[src/rtl/dmem_arbiter.sv]
// Two-port round-robin arbiter and access sequencer for the byte-addressed data memory.
// Latency: request sampled in IDLE at edge N, memory access in cycle N+1, ack in cycle N+2.
// Backpressure: one access in flight; other requests wait on their held req level, 1 access per 3 cycles.
//
// Ports:
//   i_clk, i_reset                 clock and asynchronous active-high reset
//   i_req/we/byte/addr/wdata{0,1}  request ports (0 = CPU load/store, 1 = loader/DMA), held until ack
//   o_ack{0,1}, o_err{0,1}         one-cycle completion pulse; err = out-of-range, memory untouched
//   o_rdata                        load result, valid with ack when err = 0
//   o_mem_*, o_MemRead/o_MemWrite  data-memory control pins (this block is their only driver)
//   i_mem_read_data                combinational memory read data (sign-extended on byte reads)
module dmem_arbiter #(
   parameter int unsigned MEM_BYTES = 1024,
   parameter int unsigned ADDR_W    = 32
) (
   input  logic              i_clk,
   input  logic              i_reset,
   input  logic              i_req0,
   input  logic              i_req1,
   input  logic              i_we0,
   input  logic              i_we1,
   input  logic              i_byte0,
   input  logic              i_byte1,
   input  logic [ADDR_W-1:0] i_addr0,
   input  logic [ADDR_W-1:0] i_addr1,
   input  logic [31:0]       i_wdata0,
   input  logic [31:0]       i_wdata1,
   output logic              o_ack0,
   output logic              o_ack1,
   output logic              o_err0,
   output logic              o_err1,
   output logic [31:0]       o_rdata,
   output logic [ADDR_W-1:0] o_mem_address,
   output logic [31:0]       o_mem_write_data,
   output logic              o_MemRead,
   output logic              o_MemWrite,
   output logic              o_mem_byte,
   input  logic [31:0]       i_mem_read_data
);

   typedef enum logic [1:0] {S_IDLE, S_ACCESS, S_REJECT, S_DONE} state_t;

   // Highest legal start address for each access size (no wrap-around).
   localparam logic [ADDR_W-1:0] LAST_BYTE = ADDR_W'(MEM_BYTES - 1);
   localparam logic [ADDR_W-1:0] LAST_WORD = ADDR_W'(MEM_BYTES - 4);

   state_t            r_state;
   state_t            w_state_nxt;
   logic              r_prio;
   logic              r_owner;
   logic              r_we;
   logic              r_byte;
   logic [ADDR_W-1:0] r_addr;
   logic [31:0]       r_wdata;
   logic              r_ack0, r_ack1, r_err0, r_err1;
   logic              r_mem_read, r_mem_write;
   logic [31:0]       r_rdata;

   logic              w_grant;
   logic              w_owner;
   logic              w_we;
   logic              w_byte;
   logic [ADDR_W-1:0] w_addr;
   logic [31:0]       w_wdata;
   logic              w_in_range;
   logic              w_finish;

   // Fields of the port that wins this cycle; only used when w_grant is high.
   assign w_we       = w_owner ? i_we1    : i_we0;
   assign w_byte     = w_owner ? i_byte1  : i_byte0;
   assign w_addr     = w_owner ? i_addr1  : i_addr0;
   assign w_wdata    = w_owner ? i_wdata1 : i_wdata0;
   assign w_in_range = w_byte ? (w_addr <= LAST_BYTE) : (w_addr <= LAST_WORD);
   assign w_finish   = (r_state == S_ACCESS) || (r_state == S_REJECT);

   always_comb begin
      w_state_nxt = r_state;
      w_grant     = 1'b0;
      w_owner     = r_owner;
      case (r_state)
         S_IDLE: begin
            if (i_req0 || i_req1) begin
               w_grant     = 1'b1;
               // Contention goes to the favoured port; otherwise the lone requester wins.
               w_owner     = (i_req0 && i_req1) ? r_prio : i_req1;
               w_state_nxt = w_in_range ? S_ACCESS : S_REJECT;
            end
         end
         S_ACCESS: w_state_nxt = S_DONE;
         S_REJECT: w_state_nxt = S_DONE;
         S_DONE:   w_state_nxt = S_IDLE;
         default:  w_state_nxt = S_IDLE;
      endcase
   end

   always_ff @(posedge i_clk or posedge i_reset) begin
      if (i_reset) begin
         r_state     <= S_IDLE;
         r_prio      <= 1'b0;
         r_owner     <= 1'b0;
         r_we        <= 1'b0;
         r_byte      <= 1'b0;
         r_addr      <= '0;
         r_wdata     <= '0;
         r_ack0      <= 1'b0;
         r_ack1      <= 1'b0;
         r_err0      <= 1'b0;
         r_err1      <= 1'b0;
         r_mem_read  <= 1'b0;
         r_mem_write <= 1'b0;
         r_rdata     <= '0;
      end else begin
         r_state <= w_state_nxt;
         if (w_grant) begin
            r_owner <= w_owner;
            r_prio  <= ~w_owner;
            r_we    <= w_we;
            r_byte  <= w_byte;
            r_addr  <= w_addr;
            r_wdata <= w_wdata;
         end
         // Strobes are registered one cycle ahead so they are high exactly in ACCESS.
         r_mem_read  <= w_grant && w_in_range && !w_we;
         r_mem_write <= w_grant && w_in_range && w_we;
         r_ack0      <= w_finish && !r_owner;
         r_ack1      <= w_finish &&  r_owner;
         r_err0      <= (r_state == S_REJECT) && !r_owner;
         r_err1      <= (r_state == S_REJECT) &&  r_owner;
         if ((r_state == S_ACCESS) && !r_we) begin
            r_rdata <= i_mem_read_data;
         end
      end
   end

   assign o_ack0           = r_ack0;
   assign o_ack1           = r_ack1;
   assign o_err0           = r_err0;
   assign o_err1           = r_err1;
   assign o_rdata          = r_rdata;
   assign o_mem_address    = r_addr;
   assign o_mem_write_data = r_wdata;
   assign o_mem_byte       = r_byte;
   assign o_MemRead        = r_mem_read;
   assign o_MemWrite       = r_mem_write;

endmodule
[config.mk]
export PLATFORM = sky130hd
export DESIGN_NAME = dmem_arbiter
export DESIGN_NICKNAME = d
export VERILOG_FILES = /design/src/rtl/dmem_arbiter.sv
export SDC_FILE = /design/constraint.sdc
export NUM_CORES = 1
export LEC_CHECK = 0
export CORE_MARGIN = 2
export CORE_UTILIZATION = 41
export DETAILED_ROUTE_END_ITERATION = 10
export PLACE_DENSITY = 0.9
export SLEW_MARGIN = 30
export SYNTH_ARGS = -nofsm -noshare
export SYNTH_HDL_FRONTEND = slang
export SYNTH_SLANG_ARGS = --single-unit
[constraint.sdc]
create_clock -name i_clk -period 7.6 [get_ports i_clk]
set_clock_uncertainty 0.15 [all_clocks]
set_input_delay 2.28 -clock i_clk [delete_from_list [all_inputs] [get_ports i_clk]]
set_output_delay 2.28 -clock i_clk [all_outputs]
set_load 0.03 [all_outputs]
==> flow_metrics.tcl, run 1 <==
set metrics [dict create \
    status "finished clean" \
    synth_area_per_cell_um2 11.2 \
    startpoint_type "input pin" \
    r2r_cells 8 \
    maxSlewViolCount 0 \
    intPower_uw 1980 \
    cts_buffer_depth 2 \
    vias 4192 \
    ys_types 37 \
    relSlewSlack 0.517 \
    synth_common_cells "108 x dfrtp_1, 102 x nand2_1, 35 x mux2i_1, 33 x o21ai_1, 32 x a22oi_1" \
    syn_nets 592 \
    layout-drive-gt1-share 0.0453 \
    ff2ff_setup_slack_ns 5.05 \
    totalWireLength_um 13600 \
    area_growth_pct 66.6 \
    path_cells "clkdlybuf4s50_1 -> nand2_1 -> and3_2 -> nor2_4 -> nand2_1 -> nand2_1" \
    cts_hold_buf 0 \
    finalSetupTns_ns 0 \
    hp-class "register to register" \
    stdcell_count 827 \
    initialDrtViolationCount 174 \
    synth_most_common_cell "dfrtp_1" \
    dieArea_mm2 0.0123 \
    clk_latency_ns 0.33 \
    p_seq_frac 0.296 \
    drv_cap 0 \
    power.leakage_uw 0.00342 \
    async_reset_ff_frac 1.00 \
    start_util 0.415 \
    wl_per_cell_um 16.4 \
    dpl.hpwl_um 10400 \
    critPathMaxFanout 34 \
    critPathArrivalTime_ns 4.39 \
    crit_end "o_mem_write_data[9]$_DFFE_PP0P_" \
    clk_pin_slew_worst_paths_ns 0.07 \
    clock-sinks 108 \
    post-route-min-period_ns 4.27 \
    yosysWarningCount 0 \
    numPortBuffers 270 \
    postPlaceCellArea_mm2 0.00750 \
    ys_ff_latch 108 \
    cts_htree_levels 3 \
    finalPower_uw 3420 \
    crit_required_ns 7.72 \
    yosysTopAreaCellShare 0.575 \
    crit_cells 6 \
    grt.overflow.total 0 \
    slowest_stage "nor2_4" \
    gp_congestion 0.896 \
    grt_pass1_wl_um 22000 \
    dp_cells 811 \
    worstSetupStartpoint "i_req1" \
    yosysTopAreaCell "dfrtp_1" \
    cp_common_cell "nand2_1" \
    cp_top_family "simple AND/OR/NAND/NOR gates" \
    swShare 0.421 \
    power_density_mw_per_mm2 436 \
    cts_resized 0 \
    post_cts_buffers 0 \
    r2r_end "r_state[1]$_DFFE_PP0P_" \
    grt_antenna_before_repair 0 \
    fp.coreArea_mm2 0.0113 \
    combPwrFrac 0.558 \
    dr.pass1.iters 5 \
    fmax_mhz 234 \
    placementRows 39 \
    ant_nets 0 \
    rsz0062_at_grt "no" \
    cp_num_buf_inv 1 \
    ir_drop_uv 269 \
    syn_inst 420 \
    drc 0 \
    numCtsBuffers 9 \
    grt_use_total 0.219 \
    critPathCaptureType "register" \
    tightestPinTransition_ns 0.724 \
    fp.dieW_um 111 \
    reg2reg_from "r_state[0]$_DFFE_PP0P_" \
    syn_area_mm2 0.00470 \
    antenna_cells 0 \
    synth_area_leaders "dfrtp_1 57%, nand2_1 8.1%, mux2i_1 7.4%" \
    setup_viol 0 \
    vias_per_cell 5.07 \
    cp_slowest_stage_delay_ns 0.64 \
    die_h_um 111 \
    ctsRootBufferMaster "clkbuf_16" \
    setup.worst_path.class "input pin to register" \
    power_switching_uw 1440 \
    clkPwrFrac 0.146 \
    yosysSeqAreaShare 0.575 \
    synth-edff-count 0 \
    grt_pass1_vias 4560 \
    period_share 0.562 \
    finalNetCount 851 \
    postLayoutCellArea_mm2 0.00783 \
    synth_ff_type "dfrtp_1" \
    cts_tree "built" \
    worst_hold_startpoint "o_mem_address[2]$_DFFE_PP0P_" \
    hold_violations 0 \
    grt_max_degree 103 \
    io_pins 271 \
]
## metal layers
metal | routed length (um) | GRT usage | part of all wire | up-vias
met5 | 0 | 0 | 0 | -
met4 | 432 | 0.0996 | 0.032 | 0
met3 | 894 | 0.0470 | 0.066 | 34
met2 | 7010 | 0.395 | 0.52 | 198
met1 | 5230 | 0.249 | 0.39 | 1965
li1 | - | - | - | 1995
## cells in the final DEF (no fill, tap or decap), types with 2 or more instances in the layout
cell,count
clkbuf_16,9
nor4_1,11
dfrtp_1,108
nor2b_1,2
nand2_1,102
buf_4,2
mux2i_1,35
mux2_1,30
buf_6,2
clkinv_4,2
bufinv_16,2
inv_1,3
mux2_2,2
and2_1,2
nor2_1,5
a22oi_1,32
ha_1,4
clkinv_2,2
nand4_1,4
clkdlybuf4s50_1,270
o21ai_1,33
## worst min-delay path, stage by stage, from the launching register on
cell and delay (ns):
dfrtp_1 0.34, nand2_1 0.05, o21ai_1 0.06
## power groups by stage
stage | Sequential (uW) | Clock [uW] | Combinational (uW)
after detailed placement | 1020 | 0 | 1910
final | 1010 | 499 | 1910
after floorplan | 1540 | 0 | 622
after global placement | 1010 | 0 | 1860
after CTS | 1010 | 511 | 1920
after global routing | 1050 | 538 | 2020
## final cells by class
type / count / area, um^2
flip-flops and latches: 108 / 2700
well taps: 143 / 179
fillers: 828 / 3490
clock buffers: 10 / 239
inverters: 4 / 17.5
multi-input cells: 282 / 1870
repair buffers: 274 / 2740
clock inverters: 6 / 87.6
## flip-flops by register name, indices dropped and copies added, names as in the netlist, 2 cells and up
signal            count
o_rdata              32
o_mem_address        32
o_mem_write_data     32
r_state               2
## cell families after synthesis
family,after synthesis,synth area share
AOI/OAI and AO/OA,74,0.101
adders and majority gates,4,0.0106
buffers and inverters,30,0.0348
DFF,108,0.575
muxes,67,0.151
and+or+nand+nor,137,0.128
## how the worst min path moves through the flow
stage / endpoint / slack (ns) / cells past startpoint
after floorplan: r_prio$_DFFE_PP0P_ / 0.30 / 1
after global placement: r_prio$_DFFE_PP0P_ / 0.32 / 1
after detailed placement: r_prio$_DFFE_PP0P_ / 0.32 / 1
after CTS: r_prio$_DFFE_PP0P_ / 0.34 / 1
after global routing: o_rdata[18]$_DFFE_PP0P_ / 0.36 / 1
final: o_mem_address[2]$_DFFE_PP0P_ / 0.33 / 2
## metrics by stage
| stage | hold WS, ns | utilization | worst slack [ns] |
|---|---|---|---|
| 3_3_place_gp | 0.315 | 0.662 | 2.55 |
| 6_report | 0.335 | 0.692 | 3.33 |
| 5_1_grt | 0.359 | 0.692 | 3.18 |
| 3_5_place_dp | 0.320 | 0.662 | 3.01 |
| 2_1_floorplan | 0.300 | - | 2.32 |
| 4_1_cts | 0.336 | 0.691 | 3.36 |
Power figures use the tool's default switching activity.
==> inputs of run 2 (changes only) <==
Settings changed: CORE_UTILIZATION 41 to 35, PLACE_DENSITY 0.9 to 0.82.
Clock period 7.6 ns to 3.55 ns, I/O delays scaled along.
==> run 2 against run 1 <==
  * Cell count increased by 4.7%
  * Combinational power increased by 120%
  * Worst hold slack got worse by 0.0031 ns
  * Non-clock buffer count increased by 6
  * Sequential power increased by 110%
  * Sequential share of layout area decreased by 0.16 points
==> flow_metrics.tcl, run 2 (synthesized netlist as in run 1, its figures left out) <==
set metrics [dict create \
    antenna_cells 0 \
    dpl.hpwl_um 10400 \
    cts_buffer_depth 2 \
    relSlewSlack 0.620 \
    crit_required_ns 3.59 \
    totalWireLength_um 13500 \
    critPathArrivalTime_ns 2.80 \
    initialDrtViolationCount 148 \
    ir_drop_uv 478 \
    hp-class "register to register" \
    cp_top_family "buffers and inverters" \
    critPathMaxFanout 11 \
    numCtsBuffers 9 \
    layout-drive-gt1-share 0.0507 \
    setup_viol 0 \
    grt.overflow.total 0 \
    maxSlewViolCount 0 \
    drv_cap 0 \
    post-route-min-period_ns 2.77 \
    grt_pass1_wl_um 21500 \
    numPortBuffers 270 \
    slowest_stage "clkdlybuf4s50_1" \
    grt_max_degree 109 \
    critPathCaptureType "register" \
    postLayoutSetupSlackWorst_ns 0.785 \
    cts_htree_levels 3 \
    fmax_mhz 362 \
    dr.pass1.iters 6 \
    grt_use_total 0.187 \
    rsz0062_at_grt "no" \
    clock-sinks 108 \
    status "finished clean" \
    cp_num_buf_inv 2 \
    fp.dieW_um 120 \
    pre_cts_slack_ns 0.449 \
    startpoint_type "input pin" \
    setup.worst_path.class "input pin to register" \
    drc 0 \
    ant_nets 0 \
    vias_per_cell 4.81 \
    dieArea_mm2 0.0144 \
    finalSetupTns_ns 0 \
    path_cells "clkdlybuf4s50_1 -> nand2_1 -> a31oi_4 -> buf_4 -> mux2i_1 -> o21ai_1" \
    start_util 0.357 \
    fp.coreArea_mm2 0.0132 \
    grt_antenna_before_repair 0 \
    io_pins 271 \
    power_density_mw_per_mm2 915 \
    cts_tree "built" \
    hold_violations 0 \
    power.leakage_uw 0.00342 \
    area_growth_pct 67.4 \
    cts_resized 0 \
    finalNetCount 857 \
    gp_congestion 0.841 \
    wl_per_cell_um 15.6 \
    tightestPinTransition_ns 0.570 \
    layout_commonest_cell "clkdlybuf4s50_1" \
    die_h_um 120 \
    period_share 0.779 \
    post_cts_buffers 0 \
    cts_hold_buf 0 \
    grt_pass1_vias 4385 \
    ctsRootBufferMaster "clkbuf_16" \
    clk_pin_slew_worst_paths_ns 0.07 \
    placementRows 42 \
    final_cell_mix "270 x clkdlybuf4s50_1, 108 x dfrtp_1, 102 x nand2_1" \
    cp_slowest_stage_delay_ns 0.57 \
    clk_latency_ns 0.33 \
    vias 4162 \
]
-- run 2: cell count changes in the layout (fill, tap and decap cells not counted), moves of 2 or more --
cell and delta:
buf_4 +7, bufinv_16 -2, buf_6 -2, clkinvlp_4 +2
-- run 2: final timing paths --
check	startpoint	end	slack, ns	cells past startpoint
hold reg to reg	o_mem_address[9]$_DFFE_PP0P_	o_mem_address[9]$_DFFE_PP0P_	0.33	2
min in group asynchronous	i_reset	o_rdata[14]$_DFFE_PP0P_	1.07	3
max in group asynchronous	i_reset	o_mem_address[3]$_DFFE_PP0P_	1.74	3
hold / removal	o_mem_address[9]$_DFFE_PP0P_	o_mem_address[9]$_DFFE_PP0P_	0.33	2
setup / recovery	i_req1	o_mem_address[10]$_DFFE_PP0P_	0.78	6
setup reg to reg	r_state[0]$_DFFE_PP0P_	o_mem_address[10]$_DFFE_PP0P_	1.28	7
-- run 2: final cells by class --
cell class,count,area (um^2)
clock buffer,11,243
multi-input combinational,282,1860
timing repair buffer,280,2790
sequential,108,2700
tap,176,220
clock inverter,5,35.0
inverter,4,18.8
fill,1091,5320
-- run 2: per-layer routing --
layer	wire [um]	track usage	up-vias
li1	-	-	2004
met1	5570	0.229	1959
met2	6720	0.322	174
met3	893	0.0447	25
met4	351	0.0691	0
met5	0	0	-
-- run 2: stage by stage --
stage | instance area [um^2] | cells | hold WS [ns] | util | power [uW]
2_1_floorplan | 4710 | 420 | 0.300 | - | 4630
3_3_place_gp | 7590 | 850 | 0.317 | 0.576 | 6210
3_5_place_dp | 7590 | 850 | 0.324 | 0.576 | 6320
4_1_cts | 7870 | 866 | 0.340 | 0.597 | 7280
5_1_grt | 7870 | 866 | 0.356 | 0.597 | 7640
6_report | 7870 | 866 | 0.332 | 0.597 | 7200
-- run 2: tightest hold or removal path, delay by kind of cell (launching register included) --
kind	cells	cell delay (ns)
compound gates	1	0.06
flops	1	0.34
simple gates	1	0.05
-- run 2: power by group --
group / switching (uW) / total [uW] / internal [uW]
clock: 436 / 933 / 497
sequential: 318 / 2170 / 1850
combinational: 2320 / 4110 / 1780
total: 3080 / 7200 / 4130
==> inputs of run 3 (changes only) <==
Settings changed: CORE_UTILIZATION 35 to 38, PLACE_DENSITY 0.82 to 0.84.
Clock period 3.55 ns to 2.8 ns, I/O delays scaled along.
==> run 3 against run 2 <==
  * Sequential share of layout area down 0.17 points
  * Clock-buffer cell count stayed put
  * Worst hold slack improved by 0.0024 ns
  * Total power increased by 28%
  * Die area decreased by 7.6%
  * Via count grew 0.19%
==> flow_metrics.tcl, run 3 (synthesized netlist as in run 1, its figures left out) <==
set metrics [dict create \
    critPathMaxFanout 4 \
    setup_viol 0 \
    crit_required_ns 2.88 \
    critPathArrivalTime_ns 2.52 \
    tightestPinTransition_ns 0.402 \
    reg2reg_from "r_state[0]$_DFFE_PP0P_" \
    swShare 0.426 \
    dr.pass1.iters 5 \
    gp_congestion 0.863 \
    relSlewSlack 0.729 \
    placementRows 40 \
    layout-drive-gt1-share 0.0521 \
    r2r_end "o_mem_address[20]$_DFFE_PP0P_" \
    cts_tree "built" \
    start_util 0.390 \
    grt.overflow.total 0 \
    fp.coreArea_mm2 0.0121 \
    post-route-min-period_ns 2.45 \
    finalNetCount 858 \
    post_cts_buffers 0 \
    ctsRootBufferMaster "clkbuf_16" \
    cts_resized 0 \
    r2r_cells 7 \
    holdPathEnd "r_prio$_DFFE_PP0P_" \
    drc 0 \
    combPwrFrac 0.575 \
    period_share 0.874 \
    maxSlewViolCount 0 \
    antenna_cells 0 \
    grt_pass1_vias 4426 \
    final_cell_mix "270 x clkdlybuf4s50_1, 108 x dfrtp_1, 102 x nand2_1" \
    ff2ff_setup_slack_ns 0.53 \
    critPathCaptureType "register" \
    area_growth_pct 68.2 \
    drv_cap 0 \
    clk_pin_slew_worst_paths_ns 0.07 \
    grt_max_degree 71 \
    hold_depth 1 \
    vias 4170 \
    dieArea_mm2 0.0133 \
    ir_drop_uv 525 \
    worst_hold_startpoint "r_prio$_DFFE_PP0P_" \
    clk_latency_ns 0.33 \
    vias_per_cell 4.85 \
    initialDrtViolationCount 204 \
    holdWs_ns 0.334 \
    totalWireLength_um 13900 \
    cts_hold_buf 0 \
    power_switching_uw 3920 \
    finalSetupTns_ns 0 \
    p_seq_frac 0.298 \
    cts_buffer_depth 2 \
    rsz0062_at_grt "no" \
    io_pins 271 \
    worstSetupStartpoint "i_addr1[15]" \
    hold_violations 0 \
    grt_antenna_before_repair 0 \
    power.leakage_uw 0.00344 \
    clock-sinks 108 \
    ant_nets 0 \
    power_density_mw_per_mm2 1160 \
    fmax_mhz 409 \
    status "finished clean" \
    setup.worst_path.class "input pin to register" \
    grt_use_total 0.205 \
    layout_commonest_cell "clkdlybuf4s50_1" \
    numPortBuffers 270 \
    cts_htree_levels 3 \
    dpl.hpwl_um 10800 \
    intPower_uw 5280 \
    die_h_um 115 \
    fp.dieW_um 115 \
    wl_per_cell_um 16.1 \
    hp-class "register to register" \
    clkPwrFrac 0.127 \
    numCtsBuffers 9 \
    grt_pass1_wl_um 21400 \
    startpoint_type "input pin" \
]
-- run 3: changes by cell type in the layout (fill, tap and decap cells not counted), sizes merged --
| cell | delta |
|---|---|
| buf | +1 |
| clkinv | +1 |
| inv | -1 |
-- run 3: per-stage QoR --
step / total power, uW / instances / cell area [um^2] / setup slack (ns) / utilization
5_1_grt: 9740 / 859 / 7910 / 0.296 / 0.656
4_1_cts: 9280 / 859 / 7910 / 0.359 / 0.656
2_1_floorplan: 5870 / 420 / 4710 / 0.508 / -
3_3_place_gp: 7920 / 843 / 7640 / 0.0199 / 0.634
3_5_place_dp: 8080 / 843 / 7640 / 0.00474 / 0.634
6_report: 9190 / 859 / 7910 / 0.353 / 0.656
-- run 3: layout make-up --
cell class                      count  area (um^2)
Clock buffer                       11          243
Clock inverter                      5         27.5
Fill cell                         961         4150
Inverter                            4         18.8
Multi-Input combinational cell    282         1860
Sequential cell                   108         2700
Tap cell                          168          210
Timing Repair Buffer              281         2850
-- run 3: critical path: stages --
cell,delay (ns)
clkdlybuf4s50_1,0.44
nor4_1,0.42
nand4_1,0.22
a41oi_1,0.27
a21oi_2,0.13
a31o_1,0.22
-- run 3: worst max-delay path by stage --
stage / endpoint / slack (ns) / cells after the start
after floorplan: o_MemRead$_DFF_PP0_ / 0.51 / 1
after global placement: r_state[1]$_DFFE_PP0P_ / 0.02 / 6
after detailed placement: r_state[1]$_DFFE_PP0P_ / 0.005 / 6
after CTS: r_state[1]$_DFFE_PP0P_ / 0.36 / 6
after global routing: r_state[1]$_DFFE_PP0P_ / 0.30 / 6
final: r_state[1]$_DFFE_PP0P_ / 0.35 / 6
-- run 3: layer usage --
metal  part of all wire  wire length (um)  up-vias  global-route usage
li1                   -                 -     2010                   -
met4              0.021               297        0              0.0715
met1               0.39              5390     1954               0.232
met3              0.077              1060       24              0.0564
met5                  0                 0        -                   0
met2               0.51              7100      182               0.372
-- run 3: power by group through the flow --
stage               Sequential [uW]  Clock [uW]  Combinational (uW)
floorplan                      4180           0                1690
global placement               2720           0                5200
detailed placement             2760           0                5320
CTS                            2750        1200                5330
global route                   2830        1270                5640
finish                         2740        1170                5280
